==> src/rtl/arbiter_pkg.sv <==
// arbiter_pkg
// Shared types and constants for the three-requester round-robin arbiter.
//   N_REQ        : number of requesters (fixed at 3)
//   arb_state_t  : arbiter state (IDLE, G1, G2, G3)
//   GNT_*        : one-hot grant encodings driven on granted_req
//   state_to_grant() : maps a state onto its grant vector
package arbiter_pkg;

    localparam int N_REQ = 3;

    typedef enum logic [1:0] {
        IDLE = 2'd0,
        G1   = 2'd1,
        G2   = 2'd2,
        G3   = 2'd3
    } arb_state_t;

    localparam logic [N_REQ-1:0] GNT_NONE = 3'b000;
    localparam logic [N_REQ-1:0] GNT_1    = 3'b001;
    localparam logic [N_REQ-1:0] GNT_2    = 3'b010;
    localparam logic [N_REQ-1:0] GNT_3    = 3'b100;

    function automatic logic [N_REQ-1:0] state_to_grant(input arb_state_t s);
        logic [N_REQ-1:0] g;
        case (s)
            G1:      g = GNT_1;
            G2:      g = GNT_2;
            G3:      g = GNT_3;
            default: g = GNT_NONE;
        endcase
        return g;
    endfunction

endpackage

==> src/rtl/arbiter_rr_next_grant.sv <==
// rr_next_grant
// Combinational next-state logic for the round-robin arbiter.
//   state      : current arbiter state
//   req        : request vector, bit i = requester i+1
//   next_state : state to load at the next clock edge
// From IDLE the search is fixed priority R1 > R2 > R3. From Gk the search
// starts at the requester after k and wraps round to k itself, so the
// requester just served has the lowest priority. No request means IDLE.
module rr_next_grant
    import arbiter_pkg::*;
(
    input  arb_state_t       state,
    input  logic [N_REQ-1:0] req,
    output arb_state_t       next_state
);

    always_comb begin
        next_state = IDLE;
        case (state)
            IDLE: begin
                if      (req[0]) next_state = G1;
                else if (req[1]) next_state = G2;
                else if (req[2]) next_state = G3;
                else             next_state = IDLE;
            end
            G1: begin
                if      (req[1]) next_state = G2;
                else if (req[2]) next_state = G3;
                else if (req[0]) next_state = G1;
                else             next_state = IDLE;
            end
            G2: begin
                if      (req[2]) next_state = G3;
                else if (req[0]) next_state = G1;
                else if (req[1]) next_state = G2;
                else             next_state = IDLE;
            end
            G3: begin
                if      (req[0]) next_state = G1;
                else if (req[1]) next_state = G2;
                else if (req[2]) next_state = G3;
                else             next_state = IDLE;
            end
            default: next_state = IDLE;
        endcase
    end

endmodule

==> src/rtl/arbiter.sv <==
// arbiter
// Three-requester round-robin arbiter, registered Moore machine.
//   clk         : clock, rising edge active
//   reset       : synchronous active-high reset
//   req[2:0]    : request vector, bit i = requester i+1
//   granted_req : registered grant, one-hot or all-zero
// Optional macro ARBITER_ASSERT_EN compiles in simulation-only checks
// (grant one-hot/zero, grant backed by a request, zero after reset).
//
// state | meaning
// ------+-------------------------------------------
// IDLE  | nothing granted, granted_req = 000
// G1    | requester 1 granted, granted_req = 001
// G2    | requester 2 granted, granted_req = 010
// G3    | requester 3 granted, granted_req = 100
module arbiter
    import arbiter_pkg::*;
(
    input  logic             clk,
    input  logic             reset,
    input  logic [N_REQ-1:0] req,
    output logic [N_REQ-1:0] granted_req
);

    arb_state_t state_q;
    arb_state_t state_d;

    rr_next_grant u_next (
        .state      (state_q),
        .req        (req),
        .next_state (state_d)
    );

    // The grant register is loaded from the decoded next state so that it
    // always matches state_q while staying a flop output.
    always_ff @(posedge clk) begin
        if (reset) begin
            state_q     <= IDLE;
            granted_req <= GNT_NONE;
        end else begin
            state_q     <= state_d;
            granted_req <= state_to_grant(state_d);
        end
    end

`ifdef ARBITER_ASSERT_EN
    logic [N_REQ-1:0] chk_req_prev;
    logic             chk_reset_prev;
    logic             chk_armed;

    initial chk_armed = 1'b0;

    always @(posedge clk) begin
        chk_req_prev   <= req;
        chk_reset_prev <= reset;
        chk_armed      <= 1'b1;
    end

    // Checked mid-cycle, once the post-edge values have settled.
    always @(negedge clk) begin
        if (chk_armed) begin
            assert ($onehot0(granted_req))
                else $error("arbiter: grant not one-hot/zero (%b) at %0t", granted_req, $time);
            if (chk_reset_prev) begin
                assert (granted_req == GNT_NONE)
                    else $error("arbiter: grant %b after reset at %0t", granted_req, $time);
            end else begin
                assert ((granted_req & ~chk_req_prev) == GNT_NONE)
                    else $error("arbiter: grant %b without request %b at %0t",
                                granted_req, chk_req_prev, $time);
            end
        end
    end
`endif

endmodule

==> config.mk <==
export PLATFORM = sky130hd
export DESIGN_NAME = arbiter
export DESIGN_NICKNAME = d
export VERILOG_FILES = /design/src/rtl/arbiter_pkg.sv /design/src/rtl/arbiter_rr_next_grant.sv /design/src/rtl/arbiter.sv
export SDC_FILE = /design/constraint.sdc
export NUM_CORES = 1
export LEC_CHECK = 0
export BUFFER_PORTS_ARGS = -buffer_cell sky130_fd_sc_hd__buf_4
export CAP_MARGIN = 15
export CORE_AREA = 2 2 39 41
export DETAILED_ROUTE_END_ITERATION = 7
export DIE_AREA = 0 0 41 43
export GPL_TIMING_DRIVEN = 0
export PLACE_DENSITY = 0.3
export REMOVE_ABC_BUFFERS = 1
export SETUP_SLACK_MARGIN = 0.15
export SLEW_MARGIN = 30
export SYNTH_ARGS = -nofsm -noshare
export SYNTH_HDL_FRONTEND = slang
export SYNTH_HIERARCHICAL = 1
export SYNTH_SLANG_ARGS = --single-unit
==> constraint.sdc <==
create_clock -name clk -period 2.1 [get_ports clk]
set_clock_uncertainty 0.1 [all_clocks]
set_input_delay 0 -clock clk [delete_from_list [all_inputs] [get_ports clk]]
set_output_delay 0 -clock clk [all_outputs]
set_load 0.01 [all_outputs]
## After elaboration in Yosys (flattened, before gate mapping)

Cells that the tools add are included.

- Reduce and logical (&&, ||, !) cells: 2
- Eq/ne operators: 6
- Mux-type cells: 11

Operators with widths:

| cell | number |
|---|---|
| $mux W2 | 8 |
| $pmux W3 S3 | 1 |
| $eq A2 B2 Y1 const B | 4 |
| $pmux W2 S3 | 1 |
| $eq A2 B1 Y1 const B | 2 |
| $logic_not A2 Y1 | 1 |
| $reduce_or A2 Y1 | 1 |
| $mux W1 | 1 |

- Register bits after elaboration: 5
- Output and inout bits: 3
- Logic and storage cells: 21
- Input port bits: 5

## Longest topological paths before layout

Gate-level depths: netlist of run 1.

- Word-level depth: 6
- Mapped depth: 5
- Gate-level depth less buffers: 5

## By module

The synthesis of run 1 kept the hierarchy.

Modules (own cells, without submodules):

| module | sequential area each (µm²) | cells each | area an instance (µm²) | instances |
|---|---|---|---|---|
| arbiter | 100.1 | 10 | 136.4 | 1 |
| rr_next_grant | 0.0 | 13 | 80.1 | 1 |

## Worst setup path before layout of run 1

No wires, ideal clock.

- Kind: flip-flop to flip-flop
- Start point: reg state_q[0]
- End point: reg granted_req[0]
- Path slack: 0.760 ns
- Setup time: 0.080 ns
- Clock period less this slack: 1.340 ns
- Cell stages (with the launch flop): 6
- Data required time: 1.920 ns
- Data arrival time: 1.161 ns
- Path buffers: 0
- Cell sequence: dfxtp_1 > inv_1 > ha_1 > nor3_1 > a221oi_1 > nor3b_1

- Cells in the longest elaborated chain, start to end: 5
- Elaborated cells between the ends (all ways): 10
- Those cells by class: eq/ne: 6; mux: 2; reduce/logical: 2

RTL lines:

| item | line | text |
|---|---|---|
| start, declared | arbiter.sv:25 | `arb_state_t state_q;` |
| start signal, assigned | arbiter.sv:41 | `state_q <= state_d;` |
| $eq A2 B2 Y1 or $logic_not A2 Y1 (tied branches) | arbiter_rr_next_grant.sv:19 | `case (state)` |
| $reduce_or A2 Y1 (no source line) | - |  |
| $pmux W2 S3 * | arbiter_rr_next_grant.sv:19 |  |
| named net state_d[0] | arbiter.sv:26 | `arb_state_t state_d;` |
| $eq A2 B2 Y1 or $eq A2 B1 Y1 (tied branches) | arbiter_pkg.sv:25 | `case (s)` |
| $pmux W3 S3 * | arbiter_pkg.sv:25 |  |
| end signal, assigned | arbiter.sv:42 | `granted_req <= state_to_grant(state_d);` |
| end, declared | arbiter.sv:22 | `output logic [N_REQ-1:0] granted_req` |

Mark *: on every way through the listed nets, which the timed path passes. The rest lies on a longest branch.
A chain may end at the register's enable or synchronous reset.

## Final worst setup path of run 1

Same ends and word-level chain as after synthesis.

==> flow_summary.json, run 1 <==
{
  "status": "completed",
  "clock_transition_at_path_regs_ps": 40,
  "grt_use_met3": 0.0471,
  "rows": 14,
  "timing.max_cap.violations": 0,
  "report.final.setup_viol": 0,
  "use_met1": 0.0607,
  "final_common_cell": "sky130_fd_sc_hd__buf_4",
  "coreArea_sq_mm": 0.00138,
  "cts_made_buffers": 3,
  "post_synth_num_cell_types": 12,
  "switchingPower_mw": 0.0732,
  "synth-seq-area-share": 0.462,
  "timing.setup.critical_path_class": "reg -> reg",
  "route.vias.total": 194,
  "start_kind": "register",
  "drtIter0Drc": 3,
  "clockRootBuffer": "sky130_fd_sc_hd__clkbuf_4",
  "placement.io_buffers": 7,
  "grt_first_pass_wirelength_microns": 621,
  "final.min_clock_period_ps": 1440,
  "power_report.internal_total_mw": 0.217,
  "firstDrtPassIters": 2,
  "fmax_ghz": 0.693,
  "syn_avg_cell_area_sq_um": 9.41,
  "seq_area_sq_um": 100,
  "post-dp-hpwl_microns": 327,
  "cp.arrival_ps": 1500,
  "n_antenna_cell": 0,
  "htree_levels": 1,
  "power-per-cell-area_mw_per_mm2": 893,
  "syn2layout_area_growth_pct": 50.3,
  "worst_hold_path_type": "in -> reg",
  "ant_nets": 0,
  "cts.sinks": 5,
  "place_congestion": 0.545,
  "mappedNetlistArea_sq_um": 216,
  "die_y_microns": 43,
  "worst_path_required_ps": 2160,
  "worstSetupEndpointType": "register",
  "comb_power_share": 0.238,
  "maximum_buffer_depth_of_the_clock_tree": 2,
  "global_route.peak_usage_layer": "met4",
  "postSynthRegisterBits": 5,
  "grt_use_total": 0.0611,
  "grt_overflow_total": 0,
  "initial_utilization": 0.156,
  "final.period_utilization": 0.687,
  "net_sw_frac": 0.252,
  "final_net_count": 43,
  "mostFrequentLayoutCells": "sky130_fd_sc_hd__buf_4, sky130_fd_sc_hd__dfxtp_1, sky130_fd_sc_hd__inv_1",
  "worst-r2r-cell-count": 5,
  "drive_gt1_frac": 0.286,
  "worst_slew_margin_rel": 0.725,
  "met2_usage": 0.0656,
  "grt_start_max_net_pins": 6,
  "ys_warn_count": 6,
  "fin_hold_ws_ps": 51.5,
  "worstSkewPairLatency_ps": 240,
  "tritoncts": "yes",
  "antenna_violations_before_repair": 0,
  "grt_setup_unrepaired": "false",
  "timing.critical_path.fanout_max": 4,
  "die_w_microns": 41,
  "drc": 0,
  "clock_power_share": 0.374,
  "wl_per_cell_microns": 7.80,
  "tns_ps": 0,
  "slew_at_the_pin_closest_to_its_max_slew_limit_ps": 412,
  "vias_per_cell": 3.80,
  "worstHoldPathCells": 3,
  "total_leakage_power_nw": 0.153,
  "seqPwrFrac": 0.388,
  "boundary_pin_count": 8,
  "fillCellCount": 153,
  "timing.final.hold_violations": 0,
  "die_area_sq_mm": 0.00176,
  "pins_over_slew_limit": 0,
  "grt_pass1_vias": 167,
  "vdd_drop_max_mv": 0.306,
  "wirelength_microns": 398,
  "multi_input_area_sq_um": 97.6,
  "post_synth_inst_count": 23
}
## cell families after synthesis
group	Yosys count	synth area share
buffers and inverters	5	0.0867
flip-flops	5	0.462
AO/OA/AOI/OAI	5	0.144
adder cells (fa/ha/maj)	2	0.116
AND/OR/NAND/NOR	6	0.191
## power by group through the flow
stage	Sequential (mW)	Clock, mW	Combinational [mW]
after floorplan	0.118	0	0.0398
after global placement	0.114	0	0.0692
after detailed placement	0.115	0	0.0690
after CTS	0.113	0.116	0.0707
after global routing	0.114	0.123	0.0788
final	0.113	0.109	0.0690
## layout make-up
type	instances	share of cell area
clock buffers	4	0.0808
inverters	5	0.0577
multi-input cells	13	0.300
flip-flops and latches	5	0.308
well taps	16	0.0615
repair buffers	8	0.192
## flip-flops by register name, summed over array words and instances, names as in the netlist
register	flops
granted_req	3
state_q	2
## synthesized netlist by cell type
cell type                  count  area, sq um
sky130_fd_sc_hd__nor3b_1       2         15.0
sky130_fd_sc_hd__nor3_1        1         5.00
sky130_fd_sc_hd__nor2b_1       2         12.5
sky130_fd_sc_hd__dfxtp_1       5          100
sky130_fd_sc_hd__a221oi_1      1         8.76
sky130_fd_sc_hd__ha_1          2         25.0
sky130_fd_sc_hd__and3b_1       1         8.76
sky130_fd_sc_hd__o21ai_1       1         5.00
sky130_fd_sc_hd__a21oi_1       1         5.00
sky130_fd_sc_hd__inv_1         5         18.8
sky130_fd_sc_hd__o21ai_0       1         5.00
sky130_fd_sc_hd__a211oi_1      1         7.51
## through the flow
stage	cell area [sq um]	power [mW]	setup slack (ps)	instances	utilization
floorplan	216	0.157	760	23	-
global placement	289	0.183	579	46	0.209
detailed placement	289	0.183	632	46	0.209
CTS	325	0.300	621	51	0.235
global route	325	0.316	498	51	0.235
finish	325	0.291	657	51	0.235
## critical path, cell delays in order (launching register included)
cell and delay, ps:
sky130_fd_sc_hd__dfxtp_1 320, sky130_fd_sc_hd__inv_1 40, sky130_fd_sc_hd__ha_1 280, sky130_fd_sc_hd__nor3_1 50, sky130_fd_sc_hd__a221oi_1 350, sky130_fd_sc_hd__nor3b_1 220
## path summary, 6_finish.rpt
| path | from | end | slack, ps |
|---|---|---|---|
| max reg2reg | state_q[0]$_SDFF_PP0_ | granted_req[0]$_SDFF_PP0_ | 660 |
| min | req[1] | state_q[0]$_SDFF_PP0_ | 50 |
| max | state_q[0]$_SDFF_PP0_ | granted_req[0]$_SDFF_PP0_ | 660 |
| min reg2reg | state_q[0]$_SDFF_PP0_ | state_q[0]$_SDFF_PP0_ | 750 |
## layer usage
metal  share of wire  routed length, microns  vias up
met3           0.083                      33        2
met5               0                       0        -
met1            0.45                     179       86
li1                -                       -      101
met4           0.015                       6        0
met2            0.45                     178        5
## what timing repair did
action / in CTS / in global routing
endpoints found under the hold margin: 5 / 0
resized for setup: 0 / 0
hold buffers: 1 / 0
buffers inserted: 0 / 0
No activity file was read; power rests on OpenSTA's default activity.
==> inputs of run 2 (changes only) <==
--- a/config.mk
+++ b/config.mk
@@ -5,13 +5,14 @@
 export SDC_FILE = /design/constraint.sdc
 export NUM_CORES = 1
 export LEC_CHECK = 0
+export ABC_AREA = 1
 export BUFFER_PORTS_ARGS = -buffer_cell sky130_fd_sc_hd__buf_4
 export CAP_MARGIN = 15
 export CORE_AREA = 2 2 39 41
 export DETAILED_ROUTE_END_ITERATION = 7
 export DIE_AREA = 0 0 41 43
 export GPL_TIMING_DRIVEN = 0
-export PLACE_DENSITY = 0.3
+export PLACE_DENSITY = 0.32
 export REMOVE_ABC_BUFFERS = 1
 export SETUP_SLACK_MARGIN = 0.15
 export SLEW_MARGIN = 30
==> constraint.sdc (replaced) <==
create_clock -name clk -period 1.5 [get_ports clk]
set_clock_uncertainty 0.1 [all_clocks]
set_input_delay 0 -clock clk [delete_from_list [all_inputs] [get_ports clk]]
set_output_delay 0 -clock clk [all_outputs]
set_load 0.01 [all_outputs]
==> run 2 against run 1 <==
Compared with the run above: power up 64%; sequential power is 52% higher; cell area up 17%; flip-flop and latch count did not move; non-clock buffer count did not move; worst hold slack worse by 43 ps; final cell count rose by 22%; clock power grew 40%; via count increased by 24%; combinational power up 120%; area after synthesis up 11%; maximum frequency grew 17%; critical endpoint is now granted_req[2]$_SDFF_PP0_; largest cell class is now multi-input combinational cells; largest power group unchanged.
==> flow_summary.json, run 2 <==
{
  "timing.max_cap.violations": 0,
  "cts.sinks": 5,
  "n_antenna_cell": 0,
  "drive_gt1_frac": 0.457,
  "firstDrtPassIters": 4,
  "total_leakage_power_nw": 0.194,
  "place_congestion": 0.594,
  "yosysTopAreaCellShare": 0.417,
  "holdCritStartpoint": "req[2]",
  "clockRootBuffer": "sky130_fd_sc_hd__clkbuf_4",
  "post-synth-top-count-cell": "sky130_fd_sc_hd__nand2_1",
  "regMostFlops": "granted_req",
  "vias_per_cell": 3.87,
  "synthMuxAreaShare": 0,
  "wirelength_microns": 466,
  "top_regs": "granted_req (3), state_q (2)",
  "route.vias.total": 240,
  "final.min_clock_period_ps": 1240,
  "placement.io_buffers": 7,
  "syn2layout_area_growth_pct": 58.9,
  "rows": 14,
  "largest_reg_flops": 3,
  "timing.hold.worst_endpoint": "granted_req[0]$_SDFF_PP0_",
  "worstSetupEndpointType": "register",
  "fmax_ghz": 0.808,
  "critPathMaxStageDelay_ps": 340,
  "r2r_end": "granted_req[2]$_SDFF_PP0_",
  "power-per-cell-area_mw_per_mm2": 1250,
  "fillCellCount": 158,
  "ys_warn_count": 6,
  "netlist.top_cell.by_area": "sky130_fd_sc_hd__dfxtp_1",
  "die_y_microns": 43,
  "antenna_violations_before_repair": 0,
  "setup.reg_to_reg.worst_slack_ps": 260,
  "yosys.area_share.simple": 0.276,
  "yosys-top-cells-area": "sky130_fd_sc_hd__dfxtp_1, sky130_fd_sc_hd__nand2_1, sky130_fd_sc_hd__ha_1",
  "worst_slew_margin_rel": 0.867,
  "start_kind": "register",
  "maximum_buffer_depth_of_the_clock_tree": 2,
  "grt_pass1_vias": 253,
  "slew_at_the_pin_closest_to_its_max_slew_limit_ps": 197,
  "regToRegStartpoint": "state_q[0]$_SDFF_PP0_",
  "synth_compound_gate_area_share": 0.0781,
  "crit_family": "flip-flops",
  "final_net_count": 54,
  "htree_levels": 1,
  "crit_chain": "inv_1 -> ha_4 -> nand2_1 -> nand2_1 -> o21ai_1 -> nand2_2 -> nand2_1 -> nor2_1",
  "synth-seq-area-share": 0.417,
  "final_common_cell": "sky130_fd_sc_hd__nand2_1",
  "tns_ps": 0,
  "mostFrequentLayoutCells": "sky130_fd_sc_hd__nand2_1, sky130_fd_sc_hd__buf_4, sky130_fd_sc_hd__inv_1",
  "drc": 0,
  "initial_utilization": 0.174,
  "fin_total_pwr_mw": 0.478,
  "drtIter0Drc": 1,
  "postSynth.asyncResetShare": 0,
  "path_common_cell": "sky130_fd_sc_hd__nand2_1",
  "predominant_post_synthesis_flop_cell": "sky130_fd_sc_hd__dfxtp_1",
  "worstHoldPathCells": 4,
  "synth.cells.most_frequent": "sky130_fd_sc_hd__nand2_1, sky130_fd_sc_hd__inv_1, sky130_fd_sc_hd__dfxtp_1",
  "post-dp-hpwl_microns": 370,
  "coreArea_sq_mm": 0.00138,
  "report.final.setup_viol": 0,
  "synth_top_family_by_area": "simple AND/OR/NAND/NOR gates",
  "postSynthRegisterBits": 5,
  "grt_setup_unrepaired": "false",
  "vdd_drop_max_mv": 0.495,
  "grt_overflow_total": 0,
  "timing.setup.critical_path_class": "reg -> reg",
  "synth-xor-area-share": 0,
  "grt_start_max_net_pins": 5,
  "timing.final.hold_violations": 0,
  "worst_path_required_ps": 1580,
  "cts.repair_timing.setup_buffer_count": 0,
  "worst-r2r-cell-count": 8,
  "die_w_microns": 41,
  "wl_per_cell_microns": 7.52,
  "timing.critical_path.fanout_max": 3,
  "grt_first_pass_wirelength_microns": 910,
  "ant_nets": 0,
  "worstSkewPairLatency_ps": 240,
  "final.period_utilization": 0.826,
  "critical_path_buf_inv_count": 1,
  "post_synth_inst_count": 34,
  "die_area_sq_mm": 0.00176,
  "slowest_stage": "sky130_fd_sc_hd__dfxtp_2",
  "cts_made_buffers": 3,
  "mappedNetlistArea_sq_um": 240,
  "post_synth_num_cell_types": 9,
  "synth_enable_flop_cells": 0,
  "cp.arrival_ps": 1320,
  "clock_transition_at_path_regs_ps": 40,
  "post_synth_fa_ha_maj_area_fraction": 0.104,
  "boundary_pin_count": 8,
  "tritoncts": "yes",
  "grt_use_total": 0.0812,
  "pins_over_slew_limit": 0,
  "status": "completed",
  "syn_avg_cell_area_sq_um": 7.07,
  "worst_hold_path_type": "in -> reg"
}
run 2: cell type report:
cell class | instances | area [sq um] | area share
timing repair buffer | 8 | 62.6 | 0.164
multi-input combinational | 21 | 140 | 0.367
tap | 16 | 20.0 | 0.0525
sequential | 5 | 103 | 0.269
inverter | 8 | 30.0 | 0.0787
clock buffer | 4 | 26.3 | 0.0689
run 2: worst reg2reg max path: cells and delay by family (launching register included):
kind,cells,cell delay (ps)
adders and majority gates,1,260
DFF,1,340
AOI/OAI and AO/OA,1,70
buffers and inverters,1,70
and+or+nand+nor,5,330
run 2: worst max path at each step:
stage | cells after the start | slack, ps | end | from
6_report | 8 | 260 | granted_req[2]$_SDFF_PP0_ | state_q[0]$_SDFF_PP0_
2_1_floorplan | 8 | 290 | granted_req[1]$_SDFF_PP0_ | state_q[0]$_SDFF_PP0_
4_1_cts | 8 | 170 | granted_req[1]$_SDFF_PP0_ | state_q[0]$_SDFF_PP0_
5_1_grt | 9 | 160 | granted_req[2]$_SDFF_PP0_ | state_q[1]$_SDFF_PP0_
3_3_place_gp | 8 | 180 | granted_req[1]$_SDFF_PP0_ | state_q[0]$_SDFF_PP0_
3_5_place_dp | 8 | 190 | granted_req[1]$_SDFF_PP0_ | state_q[0]$_SDFF_PP0_
run 2: report_power, final:
group | switching (mW) | internal [mW] | leakage, nW | total (mW)
Sequential | 0.0139 | 0.159 | 0.0418 | 0.172
Clock | 0.0526 | 0.100 | 0.0150 | 0.153
Combinational | 0.0807 | 0.0718 | 0.137 | 0.152
Total | 0.147 | 0.331 | 0.194 | 0.478
run 2: logic make-up after synthesis:
family / Yosys count
compound gates: 3
simple gates: 16
flops: 5
fa+ha+maj: 2
buf+inv: 8
run 2: per-layer routing:
layer / track usage / share of wire / vias up
li1: - / - / 122
met1: 0.0831 / 0.42 / 107
met2: 0.116 / 0.45 / 9
met3: 0.0157 / 0.099 / 2
met4: 0.100 / 0.032 / 0
met5: 0 / 0 / -
run 2: timing repair:
item | CTS | global route
endpoints found under the setup margin | 0 | 4
hold endpoints to repair | 5 | 0
gates resized for setup | 0 | 9
hold buffers | 1 | 0
run 2: per-stage QoR:
step / hold WS (ps) / utilization / instances / cell area (sq um) / worst slack, ps
after global routing: 33.6 / 0.276 / 62 / 382 / 158
final: 8.92 / 0.276 / 62 / 382 / 262
after detailed placement: 74.1 / 0.226 / 57 / 313 / 189
after global placement: 67.4 / 0.226 / 57 / 313 / 182
after floorplan: -28.4 / - / 34 / 240 / 286
after CTS: 48.1 / 0.252 / 62 / 349 / 175
==> inputs of run 3 (changes only) <==
==> constraint.sdc (replaced) <==
create_clock -name clk -period 1.3 [get_ports clk]
set_clock_uncertainty 0.1 [all_clocks]
set_input_delay 0 -clock clk [delete_from_list [all_inputs] [get_ports clk]]
set_output_delay 0 -clock clk [all_outputs]
set_load 0.01 [all_outputs]
==> run 3 against run 2 <==
Compared with the run above: register-to-register slack got worse by 220 ps; critical endpoint is now granted_req[1]$_SDFF_PP0_; utilization up 3.3 points; largest cell class unchanged; worst hold slack better by 36 ps.
==> flow_summary.json, run 3 (synthesis results as in run 2) <==
{
  "tritoncts": "yes",
  "grt_use_total": 0.0822,
  "pins_over_slew_limit": 0,
  "net_sw_frac": 0.318,
  "status": "completed",
  "regMostFlops": "granted_req",
  "vias_per_cell": 3.89,
  "worst_slew_margin_rel": 0.849,
  "switchingPower_mw": 0.196,
  "worstSkewPairLatency_ps": 240,
  "worst_hold_path_type": "in -> reg",
  "critPathMaxStageDelay_ps": 320,
  "final.min_clock_period_ps": 1250,
  "timing.max_cap.violations": 0,
  "grt_setup_unrepaired": "true",
  "timing.setup.critical_path_class": "reg -> reg",
  "worst_path_required_ps": 1340,
  "boundary_pin_count": 8,
  "vdd_drop_max_mv": 0.583,
  "r2r_end": "granted_req[1]$_SDFF_PP0_",
  "top_regs": "granted_req (3), state_q (2)",
  "comb_power_share": 0.392,
  "clockRootBuffer": "sky130_fd_sc_hd__clkbuf_4",
  "total_leakage_power_nw": 0.210,
  "die_y_microns": 43,
  "holdCritStartpoint": "req[2]",
  "power_report.internal_total_mw": 0.419,
  "n_antenna_cell": 0,
  "post-dp-hpwl_microns": 370,
  "fmax_ghz": 0.798,
  "slew_at_the_pin_closest_to_its_max_slew_limit_ps": 225,
  "setup.reg_to_reg.worst_slack_ps": 50,
  "grt_first_pass_wirelength_microns": 924,
  "wl_per_cell_microns": 8.14,
  "drc": 0,
  "syn2layout_area_growth_pct": 77.6,
  "clock_transition_at_path_regs_ps": 40,
  "cts_made_buffers": 3,
  "final_common_cell": "sky130_fd_sc_hd__buf_4",
  "timing.final.hold_violations": 0,
  "timing.critical_path.fanout_max": 3,
  "rows": 14,
  "ant_nets": 0,
  "clock_power_share": 0.287,
  "critical_path_buf_inv_count": 2,
  "maximum_buffer_depth_of_the_clock_tree": 2,
  "largest_reg_flops": 3,
  "place_congestion": 0.594,
  "final_net_count": 56,
  "tns_ps": 0,
  "wirelength_microns": 521,
  "start_kind": "register",
  "final.period_utilization": 0.964,
  "dp_cells": 57,
  "worst-r2r-cell-count": 7,
  "placement.io_buffers": 7,
  "drive_gt1_frac": 0.646,
  "grt_overflow_total": 0,
  "crit_family": "flip-flops",
  "coreArea_sq_mm": 0.00138,
  "worstSetupEndpointType": "register",
  "filler_free_cell_count_of_the_finished_design": 64,
  "fillCellCount": 157,
  "route.vias.total": 249,
  "report.final.setup_viol": 0,
  "worstHoldPathCells": 4,
  "firstDrtPassIters": 2,
  "slowest_stage": "sky130_fd_sc_hd__dfxtp_2",
  "initial_utilization": 0.174,
  "die_area_sq_mm": 0.00176,
  "power-per-cell-area_mw_per_mm2": 1440,
  "grt_start_max_net_pins": 5,
  "cp.arrival_ps": 1290,
  "htree_levels": 1,
  "drtIter0Drc": 4,
  "cts.sinks": 5,
  "grt_pass1_vias": 259,
  "crit_chain": "buf_6 -> ha_4 -> nand2_2 -> o21ai_2 -> a21oi_2 -> buf_4 -> nor2_2",
  "mostFrequentLayoutCells": "sky130_fd_sc_hd__buf_4, sky130_fd_sc_hd__nand2_2, sky130_fd_sc_hd__inv_1, sky130_fd_sc_hd__nand2_1",
  "timing.hold.worst_endpoint": "granted_req[0]$_SDFF_PP0_",
  "regToRegStartpoint": "state_q[0]$_SDFF_PP0_",
  "die_w_microns": 41,
  "antenna_violations_before_repair": 0,
  "seqPwrFrac": 0.322
}
run 3: changes by cell type in the layout (fill, tap and decap cells not counted):
cell	change
sky130_fd_sc_hd__nand2_1	-5
sky130_fd_sc_hd__nand2_2	+4
sky130_fd_sc_hd__buf_4	+1
sky130_fd_sc_hd__buf_6	+1
sky130_fd_sc_hd__inv_1	-1
sky130_fd_sc_hd__inv_4	+1
sky130_fd_sc_hd__nand2_4	+1
sky130_fd_sc_hd__nor2_1	-1
sky130_fd_sc_hd__nor2_2	+1
sky130_fd_sc_hd__o21ai_0	-1
sky130_fd_sc_hd__o21ai_2	+1
run 3: per-layer routing:
| layer | track usage | share of wire | up-vias |
|---|---|---|---|
| li1 | - | - | 126 |
| met2 | 0.119 | 0.48 | 9 |
| met4 | 0.100 | 0.029 | 0 |
| met3 | 0.0157 | 0.088 | 2 |
| met5 | 0 | 0 | - |
| met1 | 0.0831 | 0.40 | 112 |
run 3: stage by stage:
stage	setup slack (ps)	utilization	hold WS (ps)	cell area [sq um]	power, mW
floorplan	85.8	-	-28.4	240	0.291
global placement	-17.9	0.226	67.4	313	0.344
detailed placement	-10.8	0.226	74.1	313	0.344
CTS	64.4	0.290	7.84	402	0.589
global route	-4.51	0.308	61.2	427	0.659
finish	46.4	0.308	45.4	427	0.615
run 3: worst max-delay path by stage:
stage                                      from                         to  cells past startpoint
after floorplan           state_q[0]$_SDFF_PP0_  granted_req[1]$_SDFF_PP0_                      8
after global placement    state_q[0]$_SDFF_PP0_  granted_req[1]$_SDFF_PP0_                      8
after detailed placement  state_q[0]$_SDFF_PP0_  granted_req[1]$_SDFF_PP0_                      8
after CTS                 state_q[0]$_SDFF_PP0_  granted_req[2]$_SDFF_PP0_                      9
after global routing      state_q[0]$_SDFF_PP0_  granted_req[1]$_SDFF_PP0_                      7
final                     state_q[0]$_SDFF_PP0_  granted_req[1]$_SDFF_PP0_                      7
run 3: tightest hold or removal path, delay by kind of cell:
kind | cells | cell delay [ps]
AOI/OAI and AO/OA | 1 | 100
and+or+nand+nor | 2 | 130
buffers and inverters | 1 | 100
run 3: timing repair:
action,CTS,global route
hold buffers,1,0
endpoints found under the setup margin,5,5
endpoints found under the hold margin,5,0
setup buffers,1,1
gates resized for setup,15,6
pin swaps,14,6
run 3: final cells by class:
cell class / instances / area, sq um / share of cell area
Multi-Input combinational cell: 21 / 164 / 0.384
Sequential cell: 5 / 103 / 0.240
Timing Repair Buffer: 10 / 81.3 / 0.191
Inverter: 8 / 32.5 / 0.0762
Clock buffer: 4 / 26.3 / 0.0616
Tap cell: 16 / 20.0 / 0.0469
run 3: power groups by stage:
stage / clock network (mW) / logic (mW) / registers [mW]
final: 0.176 / 0.241 / 0.198
after global routing: 0.189 / 0.269 / 0.201
after CTS: 0.187 / 0.204 / 0.198
after detailed placement: 0 / 0.152 / 0.192
after global placement: 0 / 0.151 / 0.192
after floorplan: 0 / 0.0917 / 0.199
